[config.mk]
export PLATFORM = sky130hd
export DESIGN_NAME = demux8_stream
export DESIGN_NICKNAME = d
export VERILOG_FILES = /design/src/rtl/demux8_stream.sv
export SDC_FILE = /design/constraint.sdc
export NUM_CORES = 1
export LEC_CHECK = 0
export CAP_MARGIN = 20
export CORE_MARGIN = 3
export CORE_UTILIZATION = 42
export CTS_BUF_LIST = sky130_fd_sc_hd__clkbuf_16
export CTS_CLUSTER_DIAMETER = 30
export CTS_CLUSTER_SIZE = 28
export DETAILED_ROUTE_END_ITERATION = 12
export GPL_ROUTABILITY_DRIVEN = 0
export PLACE_DENSITY = 0.74
export SYNTH_ARGS = -nofsm -noshare
export SYNTH_HDL_FRONTEND = slang
export SYNTH_SLANG_ARGS = --single-unit
export TNS_END_PERCENT = 1
[constraint.sdc]
create_clock -name clk -period 1.7 [get_ports clk]
set_input_delay 0.425 -clock clk [delete_from_list [all_inputs] [get_ports clk]]
set_output_delay 0.425 -clock clk [all_outputs]
set_load 0.1 [all_outputs]
[src/rtl/demux8_stream.sv]
// Registered 1-to-8 stream demux with a one-entry slot per channel.
// Optional DEMUX_BROADCAST_EN adds in_bcast to load all eight slots at once.
module demux8_stream #(
    parameter int width = 32
) (
    input  logic               clk,
    input  logic               rst_n,
    input  logic               in_valid,
    output logic               in_ready,
    input  logic [width-1:0]   in_data,
    input  logic [2:0]         in_sel,
`ifdef DEMUX_BROADCAST_EN
    input  logic               in_bcast,
`endif
    output logic [7:0]         out_valid,
    input  logic [7:0]         out_ready,
    output logic [8*width-1:0] out_data,
    output logic               busy
);

    logic [7:0]       open_slot;
    logic [7:0]       target;
    logic [7:0]       load;
    logic [width-1:0] slot_data [8];

    always_comb begin
        open_slot        = ~out_valid | out_ready;
        target           = 8'd0;
        target[in_sel]   = 1'b1;
        in_ready         = open_slot[in_sel];
`ifdef DEMUX_BROADCAST_EN
        if (in_bcast) begin
            target   = 8'hFF;
            in_ready = &open_slot;
        end
`endif
        load = target & {8{in_valid & in_ready}};
    end

    // A slot refilled in the same cycle it drains stays full.
    always_ff @(posedge clk or negedge rst_n) begin
        if (!rst_n) begin
            out_valid <= 8'd0;
            for (int k = 0; k < 8; k++) slot_data[k] <= '0;
        end else begin
            for (int k = 0; k < 8; k++) begin
                if (load[k]) begin
                    out_valid[k] <= 1'b1;
                    slot_data[k] <= in_data;
                end else if (out_ready[k]) begin
                    out_valid[k] <= 1'b0;
                end
            end
        end
    end

    always_comb begin
        out_data = '0;
        for (int k = 0; k < 8; k++) out_data[k*width +: width] = slot_data[k];
    end

    assign busy = |out_valid;

endmodule

## Yosys cells after proc, flatten, opt, wreduce, memory -nomap -nowiden

Cells that the tools add are included.

- Register bits: 264
- Input bits: 46

- Order comparisons: 2
- Multiplexer cells: 20
- Bitwise operators: 4
- Reductions and logical operators: 10

Operators by type and width:

| cell | count |
|---|---|
| two-way mux 1 bit | 18 |
| nonzero test 2 bit | 8 |
| AND 8 bit | 1 |
| inverter 8 bit | 1 |
| bitwise OR 8 bit | 1 |
| OR reduction 8 bit | 1 |
| less-than comparator 3 x 4 -> 1 bit, second input constant | 1 |
| binary-select mux 1 bit (select 3 bit) | 1 |
| demux 1 bit (select 3 bit) | 1 |
| >= comparator 3 x 1 -> 1 bit, second input constant | 1 |
| AND 1 bit | 1 |
| logical AND 1 bit | 1 |

## Depth between registers and ports, before layout

Gate-level depths: netlist of the first run.

- Depth in word-level cells: 7
- Gate-level depth with buffers: 5
- Depth with buffers taken out: 3

## Worst setup path after synthesis of the first run

Ideal clock, no wire load.

- Path type: flip-flop to output port
- Start point: register out_valid[4]
- End point: output port in_ready
- Arrival time: 2.137 ns
- Slack: -0.862 ns
- Cell stages (with the launch flop): 4
- Path buffers: 0
- Path through: dfrtp_1 nand2b_1 mux4_2 mux2_2

- Word-level cells in the longest chain between the ends: 4

Ends and longest elaborated chain:

| element | line | source |
|---|---|---|
| from (decl) | 15 | `output logic [7:0] out_valid,` |
| from (signal assigned) | 43 | `out_valid <= 8'd0;` |
| from (signal, indexed assignment) | 48 | `out_valid[k] <= 1'b1;` |
| from (signal, indexed assignment) | 51 | `out_valid[k] <= 1'b0;` |
| inverter 8 bit | 27 | `open_slot = ~out_valid \| out_ready;` |
| bitwise OR 8 bit | 27 |  |
| binary-select mux 1 bit (select 3 bit) | 30 | `in_ready = open_slot[in_sel];` |
| two-way mux 1 bit (implied by the code) | 30 |  |
| to (decl) | 9 | `output logic in_ready,` |

Every way passes these cells. The select of a mux whose other input is x is not followed.

## Final worst setup path of the first run

- Start point: register out_valid[3]
- End point: output port in_ready

Same word-level chain as after synthesis.

==> results of run 1 <==
==> through the flow <==
stage	std cells	TNS [ps]	worst slack, ps	power [µW]
after floorplan	583	-362	-287	20200
after detailed placement	1235	-143690	-735	28100
final	1338	-11620	-689	38800
after global routing	1338	-15730	-737	39800
after global placement	1235	-136450	-728	27900
after CTS	1336	-8040	-711	39100
==> sequential cells by signal, summed over array words and instances (netlist names) <==
name	flops
out_data	256
out_valid	8
==> how the worst min path moves through the flow <==
stage	endpoint	slack, ps	cells after the start
floorplan	out_data[0]	130	0
global placement	out_data[183]	370	1
detailed placement	out_data[183]	370	1
CTS	out_data[199]	390	2
global route	out_data[7]	410	2
finish	out_data[55]	400	2
==> kinds of logic (layout without fill, tap and decap cells) <==
kind of cell | count (synthesis) | in the layout | synth area share
flops | 264 | 264 | 0.652
simple gates | 31 | 31 | 0.0235
compound gates | 4 | 4 | 0.00198
buf+inv | 25 | 461 | 0.0226
mux | 259 | 259 | 0.300
==> routing by layer <==
metal	up-vias	routed length [µm]
met1	3445	11200
met2	302	16500
met4	0	1280
li1	2880	-
met3	79	2820
met5	-	0
==> cell type report <==
class / instances / area [µm²] / share of cell area
Sequential cell: 264 / 6640 / 0.354
Timing Repair Buffer: 362 / 6450 / 0.344
Multi-Input combinational cell: 294 / 3400 / 0.181
Clock buffer: 54 / 1350 / 0.0721
Clock inverter: 45 / 508 / 0.0271
Tap cell: 319 / 399 / 0.0213
==> cells in the final DEF, fill, tap and decap left out <==
| cell type | instances |
|---|---|
| clkdlybuf4s50_1 | 43 |
| clkinv_2 | 14 |
| mux4_2 | 2 |
| nor2_1 | 1 |
| inv_6 | 2 |
| buf_12 | 286 |
| nand2b_4 | 8 |
| mux2_1 | 13 |
| nand2b_1 | 2 |
| clkinvlp_4 | 3 |
| o21ai_0 | 4 |
| nand3b_4 | 1 |
| nand2_2 | 2 |
| buf_6 | 9 |
| bufinv_16 | 10 |
| nand2_1 | 6 |
| dlygate4sd2_1 | 1 |
| clkinv_4 | 5 |
| dfrtp_4 | 8 |
| nand3_2 | 2 |
| mux2_2 | 211 |
| clkbuf_16 | 54 |
| buf_8 | 1 |
| nor4_2 | 2 |
| dfrtp_1 | 256 |
| and3b_2 | 1 |
| inv_1 | 6 |
| nor2b_1 | 1 |
| mux2_4 | 33 |
| clkinv_8 | 1 |
| buf_4 | 21 |
| nand4_1 | 1 |
| clkinv_1 | 4 |
| and2b_2 | 1 |
| dlygate4sd3_1 | 1 |
| nor3b_4 | 3 |
==> critical path, cell delays in order, from the launching register on <==
cell and delay (ps):
dfrtp_4 430, nand2b_4 60, mux4_2 460, mux2_4 300, buf_12 170
==> where the power goes <==
group          switching (µW)  total [µW]  internal [µW]
clock network            3410       10700           7280
registers                1570        9270           7700
logic                   12200       18800           6650
==> timing repair <==
item,in CTS,in global routing
pin swaps,4,0
gates resized for setup,11,5
hold buffers,1,0
endpoints found under the setup margin,110,138
hold endpoints to repair,37,0
setup buffers,1,2
==> impl_metrics.tcl, run 1 <==
set metrics [dict create \
    ys_seq_area_frac 0.652 \
    avgSynthCellArea_um2 17.4 \
    initialDrtViolationCount 242 \
    syn_nets 629 \
    wire_per_inst_um 23.7 \
    crit_type "flip-flop to output pin" \
    grt_pass1_wl_um 48900 \
    period_share 1.41 \
    firstDrtPassIters 4 \
    ctsHtreeMaxLevel 2 \
    dieArea_mm2 0.0260 \
    area_growth_pct 84.9 \
    n_antenna_cell 0 \
    synth.most_common_cell "dfrtp_1" \
    fp-row-count 56 \
    status "finished, violations left" \
    n_fill_cell 1144 \
    synth_edf_count 0 \
    yosys_warnings 0 \
    p_leak_uw 0.00841 \
    fin_area_mm2 0.0187 \
    ios 312 \
    synth-async-reset-ratio 1.00 \
    busiest_layer "met2" \
    worstSkewPairLatency_ps 540 \
    cts-buffers-inserted 53 \
    grt_pass1_vias 7952 \
    cts_tree "yes" \
    hold_ws_ps 402 \
    cts.sinks 264 \
    synth_seq_cells 264 \
    core-area_mm2 0.0236 \
    failed_checks "setup timing" \
    syn_inst 583 \
    timing.critical_path.arrival_ps 1960 \
    min_path_type "primary input to asynchronous set/reset pin" \
    crit-reg2reg-capture "out_data[109]" \
    die_h_um 161 \
    r2r_slack_ps -90 \
    timing.rr.start "out_valid[3]" \
    slew_headroom 0.712 \
    clockRootBuffer "clkbuf_16" \
    drive_gt1_frac 0.667 \
    fp.dieW_um 161 \
    reg2reg_depth 7 \
    synth.largest_area_cell "dfrtp_1" \
    drt-total-wl_um 31800 \
    cp_max_fo 2 \
    ys.flop_type "dfrtp_1" \
    critPathLaunch "out_valid[3]" \
    place_area_mm2 0.0168 \
    vdd_drop_max_v 0.00137 \
    critical_path.endpoint_type "output pin" \
    worst_pin_slew_ps 432 \
    num_vias 6706 \
    drv_cap 0 \
    synthTopCellsByCount "264 x dfrtp_1, 214 x mux2_2, 27 x mux2_4" \
    met3_usage 0.0969 \
    fmax_ghz 0.419 \
    clock_path_buffers 3 \
    layout_setup_ws_ps -689 \
    synth_area_leaders "dfrtp_1 65%, mux2_2 24%, mux2_4 4.0%" \
    drc 0 \
    ant_nets 0 \
    netlist_area_mm2 0.0101 \
    met2_usage 0.431 \
    start_util 0.429 \
    grt_max_degree 47 \
    drv_slew 0 \
    crit_required_ps 1270 \
    clock-skew-final_ps 24.0 \
    hold_viol_final 0 \
    layout.nets 1021 \
    use_met1 0.271 \
    grt_use_total 0.248 \
    powerDensity_mw_per_mm2 2070 \
    final_util 0.794 \
    start_kind "flip-flop" \
    via_per_inst 5.01 \
    grt_overflow 0 \
    antenna_found_initial 0 \
    fin_crit_ps 2390 \
    synth_cell_type_count 21 \
    cts.clk_slew.worst_paths_ps 40 \
    synth_top_area_frac 0.652 \
    portBuffers 311 \
    dpl.hpwl_um 21400 \
    timing.critical_path.to "in_ready" \
    grt_setup_unrepaired "true" \
    setup_viol 138 \
]
(Power assumes the default switching activity.)
==> run 2, diff against run 1 <==
clock period = 2.19 ns   (was 1.7 ns; I/O delays follow)
==> impl_metrics.tcl, run 2 (synthesis gave the netlist of run 1 again) <==
set metrics [dict create \
    power.switching_uw 12400 \
    grt_setup_unrepaired "true" \
    antenna_found_initial 0 \
    drv_cap 0 \
    critical_path.endpoint_type "output pin" \
    drt-total-wl_um 27600 \
    dieArea_mm2 0.0260 \
    clockRootBuffer "clkbuf_16" \
    cts_tree "yes" \
    hold_viol_final 0 \
    wire_per_inst_um 20.8 \
    cp_slowest_cell "mux4_2" \
    netSwitchingFraction 0.473 \
    n_fill_cell 1748 \
    layout_setup_ws_ps -339 \
    worstPathCellList "nand2b_4 -> mux4_2 -> mux2_4 -> buf_12" \
    firstDrtPassIters 4 \
    start_util 0.429 \
    cts-buffers-inserted 52 \
    ctsHtreeMaxLevel 2 \
    portBuffers 311 \
    final_cell_mix "286 x buf_4, 256 x dfrtp_1, 213 x mux2_2" \
    vdd_drop_max_v 0.000973 \
    drive_gt1_frac 0.653 \
    num_vias 6528 \
    powerDensity_mw_per_mm2 1720 \
    fmax_ghz 0.395 \
    p_int_uw 13800 \
    fin_area_mm2 0.0153 \
    fin_crit_ps 2530 \
    timing.critical_path.arrival_ps 1980 \
    crit_type "flip-flop to output pin" \
    period_share 1.15 \
    cts.clk_slew.worst_paths_ps 50 \
    cts.sinks 264 \
    grt_max_degree 64 \
    n_antenna_cell 0 \
    layout.nets 1012 \
    worst_pin_slew_ps 366 \
    grt_use_total 0.211 \
    seqPwrFrac 0.251 \
    combPwrFrac 0.444 \
    start_kind "flip-flop" \
    dpl.hpwl_um 18600 \
    crit_required_ps 1640 \
    core-area_mm2 0.0236 \
    failed_checks "setup timing" \
    initialDrtViolationCount 212 \
    grt_pass1_vias 7187 \
    final_common_cell "buf_4" \
    clockPowerShare 0.305 \
    place_area_mm2 0.0134 \
    status "finished, violations left" \
    clock_path_buffers 3 \
    grt_pass1_wl_um 42800 \
    drv_slew 0 \
    fp-row-count 56 \
    min_path_type "primary input to flip-flop" \
    p_leak_uw 0.00720 \
    die_h_um 161 \
    placedCellCount 1226 \
    drc 0 \
    setup_viol 2 \
    clock-skew-final_ps 8.66 \
    cp_max_fo 2 \
    ant_nets 0 \
    ios 312 \
    fin_cells 1327 \
    hold_ws_ps 436 \
    worstSkewPairLatency_ps 530 \
    fp.dieW_um 161 \
    area_growth_pct 50.6 \
    slew_headroom 0.756 \
    largest_reg_flops 256 \
    critical-path-max-stage-delay_ps 490 \
    via_per_inst 4.92 \
    grt_overflow 0 \
]
[run 2: cell types whose count changed in the layout (fill, tap and decap cells not counted), sizes merged]
cell / delta
dlygate4sd2: +6
inv: +1
buf: -8
dlymetal6s2s: +2
bufinv: -1
clkinvlp: +1
clkdlybuf4s50: -8
clkinv: -4
[run 2: metal layers]
layer	global-route usage	vias up	share of wire
li1	-	2869	-
met1	0.258	3360	0.40
met2	0.355	252	0.50
met3	0.0667	47	0.076
met4	0.0708	0	0.025
met5	0	-	0
[run 2: cell type report]
cell class	count	area, µm²	area share
tap	319	399	0.0261
clock buffer	54	1350	0.0885
clock inverter	42	459	0.0301
multi-input combinational	294	3370	0.221
timing repair buffer	354	3050	0.200
sequential	264	6640	0.435
[run 2: worst paths after layout]
path                                from       endpoint  slack [ps]  cells past startpoint
setup reg to reg            out_valid[3]  out_data[102]         370                      7
min in group asynchronous          rst_n   out_data[63]         490                      2
max in group asynchronous          rst_n  out_data[206]        1030                      3
setup / recovery            out_valid[3]       in_ready        -340                      4
hold / removal              out_ready[6]   out_valid[6]         440                      4
hold reg to reg            out_data[115]  out_data[115]         480                      1
[run 2: critical path, delay by kind of cell (launching register included)]
kind,cells,cell delay (ps)
buf+inv,1,170
flops,1,440
mux,2,790
simple gates,1,60
[run 2: timing repair]
item,4_1_cts,5_1_grt
hold buffers,1,0
hold endpoints to repair,29,0
setup endpoints to repair,2,2
gates resized for setup,15,3
buffers inserted,3,1
[run 2: power by group through the flow]
stage                     combinational, µW  clock, µW  sequential, µW
after floorplan                        1150          0           14500
after global placement                11600          0            6580
after detailed placement              11700          0            6630
after CTS                             11700       8150            6600
after global routing                  11900       8410            6720
final                                 11700       8010            6590
[run 2: stage by stage]
stage	TNS, ps	util	power, µW	setup WS, ps
floorplan	0	-	15600	9.40
global placement	-51630	0.565	18200	-538
detailed placement	-52750	0.565	18300	-520
CTS	-452	0.646	26500	-357
global route	-497	0.646	27000	-367
finish	-393	0.646	26300	-339
==> run 3, diff against run 2 <==
CAP_MARGIN = default   (was 20)
CORE_MARGIN = 2   (was 3)
==> impl_metrics.tcl, run 3 (synthesis gave the netlist of run 1 again) <==
set metrics [dict create \
    status "finished, violations left" \
    failed_checks "hold timing, setup timing" \
    reg2reg_depth 6 \
    grt_overflow 0 \
    portBuffers 311 \
    cts.sinks 264 \
    p_leak_uw 0.00719 \
    num_vias 6566 \
    start_util 0.429 \
    critical-path-max-stage-delay_ps 470 \
    ant_nets 0 \
    grt_max_degree 73 \
    area_growth_pct 50.7 \
    core-area_mm2 0.0236 \
    die_h_um 159 \
    drv_cap 0 \
    place_area_mm2 0.0134 \
    drt-total-wl_um 27200 \
    clock-skew-final_ps 12.5 \
    vdd_drop_max_v 0.00110 \
    met3_length_um 2250 \
    ctsHtreeMaxLevel 2 \
    slew_headroom 0.584 \
    m1WireLength_um 10800 \
    firstDrtPassIters 4 \
    cp_slowest_cell "mux4_2" \
    worst_pin_slew_ps 624 \
    critical_path.endpoint_type "output pin" \
    grt_setup_unrepaired "true" \
    fp.dieW_um 159 \
    drc 0 \
    final_common_cell "buf_4" \
    n_fill_cell 1753 \
    crit_required_ps 1640 \
    fp-row-count 56 \
    fin_tns_setup_ps -596 \
    power_uw 26200 \
    via_per_inst 4.92 \
    clock_path_buffers 3 \
    n_antenna_cell 0 \
    wl_met2_um 13300 \
    wire_per_inst_um 20.4 \
    drv_slew 0 \
    timing.critical_path.arrival_ps 1960 \
    final_util 0.647 \
    cts_tree "yes" \
    final_cell_mix "290 x buf_4, 256 x dfrtp_1, 213 x mux2_2" \
    hold_viol_final 2 \
    grt_pass1_vias 7241 \
    hold_ws_ps -1.68 \
    fin_area_mm2 0.0153 \
    cts-buffers-inserted 54 \
    setup_viol 2 \
    ios 312 \
    crit_type "flip-flop to output pin" \
    initialDrtViolationCount 190 \
    powerDensity_mw_per_mm2 1720 \
    cts.clk_slew.worst_paths_ps 40 \
    grt_pass1_wl_um 42300 \
    dpl.hpwl_um 18700 \
    worstPathCellList "nand2b_4 -> mux4_2 -> mux2_4 -> buf_12" \
    layout.nets 1017 \
    fmax_ghz 0.399 \
    drive_gt1_frac 0.652 \
    min_path_type "primary input to asynchronous set/reset pin" \
    dieArea_mm2 0.0254 \
    fin_crit_ps 2510 \
    cp_max_fo 2 \
    layout_setup_ws_ps -319 \
    clockRootBuffer "clkbuf_16" \
    start_kind "flip-flop" \
    period_share 1.15 \
    routed.top_layer "met4" \
    grt_use_total 0.214 \
    largest_reg_flops 256 \
    antenna_found_initial 0 \
    cts_hold_buffers 0 \
    worstSkewPairLatency_ps 530 \
]
==> run 3: layout make-up <==
type,count,area [µm²],area share
clock buffers,55,1380,0.0901
flip-flops and latches,264,6640,0.435
well taps,319,399,0.0261
clock inverters,45,435,0.0285
multi-input cells,294,3360,0.220
repair buffers,357,3060,0.200
==> run 3: where the power goes <==
group / internal, µW / switching, µW / total, µW
sequential: 5980 / 601 / 6580
clock: 5450 / 2520 / 7970
combinational: 2370 / 9290 / 11700
==> run 3: worst paths after layout <==
kind	startpoint	to	slack, ps
max	out_valid[3]	in_ready	-320
min	rst_n	out_data[162]	-2
max reg2reg	out_valid[1]	out_data[44]	450
min reg2reg	out_data[102]	out_data[102]	480
max in group asynchronous	rst_n	out_data[206]	1540
min in group clk	out_data[102]	out_data[102]	480
==> run 3: layer usage <==
metal | up-vias | track usage
li1 | 2890 | -
met1 | 3362 | 0.257
met2 | 261 | 0.354
met3 | 53 | 0.0771
met4 | 0 | 0.0810
met5 | - | 0
==> run 3: repair_timing <==
action	in CTS	in global routing
setup buffers	7	0
endpoints found under the hold margin	0	0
resized for setup	18	0
endpoints found under the setup margin	2	2
==> run 3: metrics by stage <==
| stage | hold WS, ps | std cells | setup WS, ps |
|---|---|---|---|
| floorplan | 252 | 583 | 9.40 |
| global placement | 470 | 1227 | -562 |
| detailed placement | 476 | 1227 | -580 |
| CTS | 11.3 | 1334 | -329 |
| global route | 30.7 | 1334 | -355 |
| finish | -1.68 | 1334 | -319 |
==> run 3: worst max-delay path: cells and delay by family (launching register included) <==
| kind | cells | cell delay, ps |
|---|---|---|
| and+or+nand+nor | 1 | 60 |
| DFF | 1 | 440 |
| buffers and inverters | 1 | 170 |
| muxes | 2 | 770 |
